==> config.mk <==
export PLATFORM = sky130hd
export DESIGN_NAME = elevator_call_scheduler_flat
export DESIGN_NICKNAME = d
export VERILOG_FILES = /design/src/rtl/elevator_call_scheduler_if.sv /design/src/rtl/elevator_call_scheduler.sv /design/src/flat_wrapper.sv
export SDC_FILE = /design/constraint.sdc
export NUM_CORES = 1
export LEC_CHECK = 0
export ABC_AREA = 1
export BUFFER_PORTS_ARGS = -buffer_cell sky130_fd_sc_hd__buf_2
export CAP_MARGIN = 20
export CORE_ASPECT_RATIO = 1.1
export CORE_MARGIN = 5
export CORE_UTILIZATION = 60
export CTS_CLUSTER_SIZE = 16
export DETAILED_ROUTE_END_ITERATION = 12
export HOLD_SLACK_MARGIN = 0.06
export PLACE_DENSITY = 0.84
export SYNTH_ARGS = -nofsm -noshare
export SYNTH_HDL_FRONTEND = slang
export SYNTH_SLANG_ARGS = --single-unit
==> constraint.sdc <==
create_clock -name clk -period 4.51 [get_ports clk]
set_input_delay 0.902 -clock clk [delete_from_list [all_inputs] [get_ports clk]]
set_output_delay 0.902 -clock clk [all_outputs]
set_load 0.01 [all_outputs]
==> src/rtl/elevator_call_scheduler_if.sv <==
// Call-scheduler bus between the scheduler, the call panel and the motion block.
// master drives calls and car position; slave is the scheduler.
interface elevator_call_scheduler_if #(
    parameter int NUM_FLOORS = 9
);
    logic [NUM_FLOORS-1:0] call_req;
    logic [3:0]            cur_floor;
    logic                  arrived;
    logic [3:0]            target_floor;
    logic                  target_valid;
    logic                  door_open;
    logic                  dir_up;
    logic [NUM_FLOORS-1:0] pending;
    logic                  idle;

    modport master (
        output call_req,
        output cur_floor,
        output arrived,
        input  target_floor,
        input  target_valid,
        input  door_open,
        input  dir_up,
        input  pending,
        input  idle
    );

    modport slave (
        input  call_req,
        input  cur_floor,
        input  arrived,
        output target_floor,
        output target_valid,
        output door_open,
        output dir_up,
        output pending,
        output idle
    );
endinterface

==> src/rtl/elevator_call_scheduler.sv <==
// LOOK-policy elevator call scheduler: latches floor calls, issues travel
// targets to the motion block and times the door at each stop.
module elevator_call_scheduler #(
    parameter int NUM_FLOORS  = 9,
    parameter int DOOR_CYCLES = 16
) (
    input logic clk,
    input logic rst_n,
    elevator_call_scheduler_if.slave bus
);
    localparam int CW = $clog2(DOOR_CYCLES + 1);
    localparam logic [CW-1:0] DOOR_LOAD = CW'(DOOR_CYCLES - 1);

    typedef enum logic [1:0] {
        S_IDLE,
        S_SERVE,
        S_DOOR
    } state_t;

    state_t                state_q;
    logic [NUM_FLOORS-1:0] pending_q;
    logic [3:0]            target_q;
    logic                  tvalid_q;
    logic                  door_q;
    logic                  dir_q;
    logic                  idle_q;
    logic [CW-1:0]         cnt_q;

    logic                  in_range;
    logic [NUM_FLOORS-1:0] cur_mask;
    logic [NUM_FLOORS-1:0] pending_nxt;
    logic                  clear_en;
    logic                  go_idle;
    logic                  up_hit;
    logic                  dn_hit;
    logic [3:0]            up_floor;
    logic [3:0]            dn_floor;
    logic                  at_target;

    assign in_range  = {1'b0, bus.cur_floor} < 5'(NUM_FLOORS);
    assign at_target = bus.arrived && (bus.cur_floor == target_q);

    always_comb begin
        cur_mask = '0;
        if (in_range) begin
            cur_mask = {{(NUM_FLOORS-1){1'b0}}, 1'b1} << bus.cur_floor;
        end
    end

    // Nearest outstanding floor on each side of the car.
    always_comb begin
        up_hit   = 1'b0;
        up_floor = '0;
        dn_hit   = 1'b0;
        dn_floor = '0;
        for (int i = NUM_FLOORS - 1; i >= 0; i--) begin
            if (pending_q[i] && (4'(i) > bus.cur_floor)) begin
                up_hit   = 1'b1;
                up_floor = 4'(i);
            end
        end
        for (int i = 0; i < NUM_FLOORS; i++) begin
            if (pending_q[i] && (4'(i) < bus.cur_floor)) begin
                dn_hit   = 1'b1;
                dn_floor = 4'(i);
            end
        end
    end

    // While the door is open, calls at the car's floor are swallowed.
    always_comb begin
        clear_en = 1'b0;
        go_idle  = 1'b0;
        unique case (state_q)
            S_IDLE: begin
                clear_en = |(pending_q & cur_mask);
                go_idle  = !(in_range && (|pending_q));
            end
            S_SERVE: begin
                clear_en = in_range && at_target;
            end
            S_DOOR: begin
                clear_en = in_range;
                go_idle  = in_range && (cnt_q == '0);
            end
            default: begin
                clear_en = 1'b0;
                go_idle  = 1'b0;
            end
        endcase
    end

    assign pending_nxt = (pending_q | bus.call_req)
                       & ~(clear_en ? cur_mask : '0);

    always_ff @(posedge clk or negedge rst_n) begin
        if (!rst_n) begin
            state_q   <= S_IDLE;
            pending_q <= '0;
            target_q  <= '0;
            tvalid_q  <= 1'b0;
            door_q    <= 1'b0;
            dir_q     <= 1'b1;
            idle_q    <= 1'b1;
            cnt_q     <= '0;
        end else begin
            pending_q <= pending_nxt;
            idle_q    <= go_idle && (pending_nxt == '0);
            if (in_range) begin
                unique case (state_q)
                    S_IDLE: begin
                        if (|(pending_q & cur_mask)) begin
                            state_q <= S_DOOR;
                            door_q  <= 1'b1;
                            cnt_q   <= DOOR_LOAD;
                        end else if (|pending_q) begin
                            state_q  <= S_SERVE;
                            tvalid_q <= 1'b1;
                            if (dir_q) begin
                                if (up_hit) begin
                                    target_q <= up_floor;
                                end else begin
                                    target_q <= dn_floor;
                                    dir_q    <= 1'b0;
                                end
                            end else begin
                                if (dn_hit) begin
                                    target_q <= dn_floor;
                                end else begin
                                    target_q <= up_floor;
                                    dir_q    <= 1'b1;
                                end
                            end
                        end
                    end
                    S_SERVE: begin
                        if (at_target) begin
                            state_q  <= S_DOOR;
                            tvalid_q <= 1'b0;
                            door_q   <= 1'b1;
                            cnt_q    <= DOOR_LOAD;
                        end else if (dir_q && up_hit
                                     && (up_floor < target_q)) begin
                            target_q <= up_floor;
                        end else if (!dir_q && dn_hit
                                     && (dn_floor > target_q)) begin
                            target_q <= dn_floor;
                        end
                    end
                    S_DOOR: begin
                        if (cnt_q == '0) begin
                            state_q <= S_IDLE;
                            door_q  <= 1'b0;
                        end else begin
                            cnt_q <= cnt_q - CW'(1);
                        end
                    end
                    default: begin
                        state_q <= S_IDLE;
                    end
                endcase
            end
        end
    end

    assign bus.pending      = pending_q;
    assign bus.target_floor = target_q;
    assign bus.target_valid = tvalid_q;
    assign bus.door_open    = door_q;
    assign bus.dir_up       = dir_q;
    assign bus.idle         = idle_q;

endmodule

==> src/flat_wrapper.sv <==
// flat-port wrapper written by rule: the top's interface ports become plain ports
module elevator_call_scheduler_flat 
#(
    parameter int NUM_FLOORS  = 9,
    parameter int DOOR_CYCLES = 16
)
  (clk, rst_n, bus_call_req, bus_cur_floor, bus_arrived, bus_target_floor, bus_target_valid, bus_door_open, bus_dir_up, bus_pending, bus_idle);
  elevator_call_scheduler_if #(.NUM_FLOORS(NUM_FLOORS)) bus_i ();
  input logic clk;
  input logic rst_n;
  input wire logic [$bits(bus_i.call_req)-1:0] bus_call_req;
  input wire logic [$bits(bus_i.cur_floor)-1:0] bus_cur_floor;
  input wire logic [$bits(bus_i.arrived)-1:0] bus_arrived;
  output wire logic [$bits(bus_i.target_floor)-1:0] bus_target_floor;
  output wire logic [$bits(bus_i.target_valid)-1:0] bus_target_valid;
  output wire logic [$bits(bus_i.door_open)-1:0] bus_door_open;
  output wire logic [$bits(bus_i.dir_up)-1:0] bus_dir_up;
  output wire logic [$bits(bus_i.pending)-1:0] bus_pending;
  output wire logic [$bits(bus_i.idle)-1:0] bus_idle;
  assign bus_i.call_req = bus_call_req;
  assign bus_i.cur_floor = bus_cur_floor;
  assign bus_i.arrived = bus_arrived;
  assign bus_target_floor = bus_i.target_floor;
  assign bus_target_valid = bus_i.target_valid;
  assign bus_door_open = bus_i.door_open;
  assign bus_dir_up = bus_i.dir_up;
  assign bus_pending = bus_i.pending;
  assign bus_idle = bus_i.idle;
  elevator_call_scheduler #(.NUM_FLOORS(NUM_FLOORS), .DOOR_CYCLES(DOOR_CYCLES)) u_core (.clk(clk), .rst_n(rst_n), .bus(bus_i));
endmodule
==> flow_summary.toml <==
[grt]
overflow = 0
grt_max_degree = 25
grt_pass1_vias = 2139
grt_first_pass_wirelength_um = 9150
antenna_found_initial = 0
grtUsageTotal = 0.243

[timing]
setup_viol = 0
finalHoldViolations = 0
slew_viol_final = 0
max_freq_mhz = 340
rsz0062_at_grt = "no"
fin_crit_ps = 2940
fin_hold_ws_ps = 525
slew-limit-headroom = 0.659
finalClockSkew_ps = 12.2
fin_crit_sh = 0.651
tns_ps = 0
worstMarginPinSlew_ps = 512

[route]
drtIter0Drc = 134
drt-wirelength-per-cell_um = 13.2
post_drt_via_cell_ratio = 5.43
vias = 2160
final_antenna_net_count = 0
drc = 0
wl_um = 5250
drtPass1Iterations = 4

[job]
cap_violations = 0

[die]
fp.dieH_um = 71.6
std_cell_rows = 22
start_util = 0.621
fp.coreArea_um2 = 3330
ioPinCount = 33
die_x_um = 66.0
die_area_um2 = 4720

[power_and_ir_drop]
vdd_drop_max_mv = 0.288
powerDensity_nw_per_um2 = 426
finalPower_uw = 993
p_leak_nw = 1.17

[outcome]
outcome = "finished clean"

[finish]
drive_gt1_frac = 0.191
mostFrequentLayoutCells = "nand2_1 (67), inv_1 (55), nor2_1 (42)"
finalCoreUtilization = 0.699
final_cells = 398
syn_to_final_growth_pct = 12.6
fillers = 294
seq_area_um2 = 603
nNetsFinal = 376
final_common_cell = "nand2_1"
n_antenna_cell = 0
multi_input_area_um2 = 1240

[logic_synthesis]
synth.top_cell.area_share = 0.266
ys_seq_area_frac = 0.292
ys_types = 33
synth_nets = 340
synth_area_per_cell_um2 = 6.57
synth-main-ff-cell = "dfrtp_1"
syn-cell-area_um2 = 2070
synth-edff-count = 0
synth_area_leaders = "dfrtp_1 (27%), nand2_1 (12%), inv_1 (10%), nor2_1 (7.6%), ha_1 (5.4%)"
ys_ff_latch = 24
synth_top_area_cell = "dfrtp_1"
async_flop_share = 1.00
syn_inst = 315
yosys_warnings = 0

[worst_setup_path]
startpoint_type = "input pin"
crit_type = "in2reg"
worstPathArrival_ps = 3170
worst-path-max-fanout = 9
crit_path_end_kind = "register"
regToRegStartpoint = "u_core.bus.pending[5]"
r2r_cells = 17
required_ps = 4740
rrSetupSlack_ps = 2000
timing.rr.end = "u_core.bus.target_floor[2]"

[cts]
clock_latency_ps = 320
cts-resized-gates = 0
cts_tree = "done"
clk_path_buf_depth = 2
cts_setup_buffers = 0
cts_hold_buf = 0
clk_pin_slew_worst_paths_ps = 130
cts-buffers-inserted = 3
h-tree-depth = 1
cts_root_buf = "clkbuf_4"
cts_num_sinks = 24

[placement]
gp_congestion = 0.998
placed_cells = 394
port-buffer-count = 32
hpwl_um = 4270

[worst_hold_path]
worstHoldPathType = "in2async"
==> routing by layer <==
metal,routed length (µm),share of wire,GRT usage
met1,2170,0.41,0.303
met2,2660,0.51,0.421
met4,131,0.025,0.0880
met3,291,0.055,0.0392
met5,0,0,0
==> stage by stage <==
stage | setup slack, ps | instance area [µm²]
final | 1570 | 2330
after floorplan | 1560 | 2070
after detailed placement | 1260 | 2280
after global placement | 1260 | 2280
after global routing | 1340 | 2330
after CTS | 1610 | 2330
==> state kept, by name, summed over array words and instances (netlist names) <==
register                 flops
u_core.bus.pending           9
u_core.state_q               2
u_core.bus.target_floor      4
u_core.bus.target_valid      1
u_core.bus.door_open         1
u_core.bus.dir_up            1
u_core.cnt_q                 5
u_core.bus.idle              1
==> worst max path at each step <==
| stage | start | endpoint | slack [ps] | cells past startpoint |
|---|---|---|---|---|
| 2_1_floorplan | bus_cur_floor[3] | u_core.bus.target_floor[0] | 1560 | 18 |
| 3_3_place_gp | bus_cur_floor[2] | u_core.bus.target_floor[1] | 1260 | 17 |
| 3_5_place_dp | bus_cur_floor[3] | u_core.bus.target_floor[2] | 1260 | 18 |
| 4_1_cts | bus_cur_floor[3] | u_core.bus.target_floor[2] | 1610 | 18 |
| 5_1_grt | bus_cur_floor[3] | u_core.bus.target_floor[2] | 1340 | 18 |
| 6_report | bus_cur_floor[3] | u_core.bus.target_floor[2] | 1570 | 18 |
==> synthesized netlist by cell type (all sizes together), types with 2 or more instances <==
library cell and number:
xor2 2, dfrtp 22, xnor2 2, nor2 51, o21ai 26, nand3 23, nor3 6, or2 6
dfstp 2, o211ai 2, ha 9, a21oi 19, inv 57, o22ai 5, nand4 4, nand2 73
==> logic make-up after synthesis <==
kind of cell	after synthesis	share of synthesized area
and+or+nand+nor	165	0.384
AOI/OAI and AO/OA	55	0.145
adders and majority gates	9	0.0544
DFF	24	0.292
buffers and inverters	58	0.109
xor gates and xnor gates	4	0.0169
==> critical path, cell delays in order <==
cell and delay, ps:
buf_2 170, nor2_4 250, nand2_1 110, a21oi_1 180
nor2_1 70, o21ai_0 160, inv_1 90, ha_1 300
inv_1 40, nor2_1 70, o21ai_0 80, a32o_1 200
o21ai_1 120, inv_1 80, nand2_4 100, nand3_1 70
nor2_1 130, nor2_1 50
==> where the power goes <==
| group | internal (mW) | switching (mW) |
|---|---|---|
| Clock | 0.0900 | 0.0650 |
| Sequential | 0.267 | 0.0634 |
| Combinational | 0.181 | 0.326 |
==> cell type report <==
class                   instances  area share
clock inverters                 1      0.0129
repair buffers                 32      0.0687
multi-input cells             233       0.532
well taps                      48      0.0258
flip-flops and latches         24       0.259
inverters                      57      0.0918
clock buffers                   3     0.00967
Power figures use the tool's default switching activity.
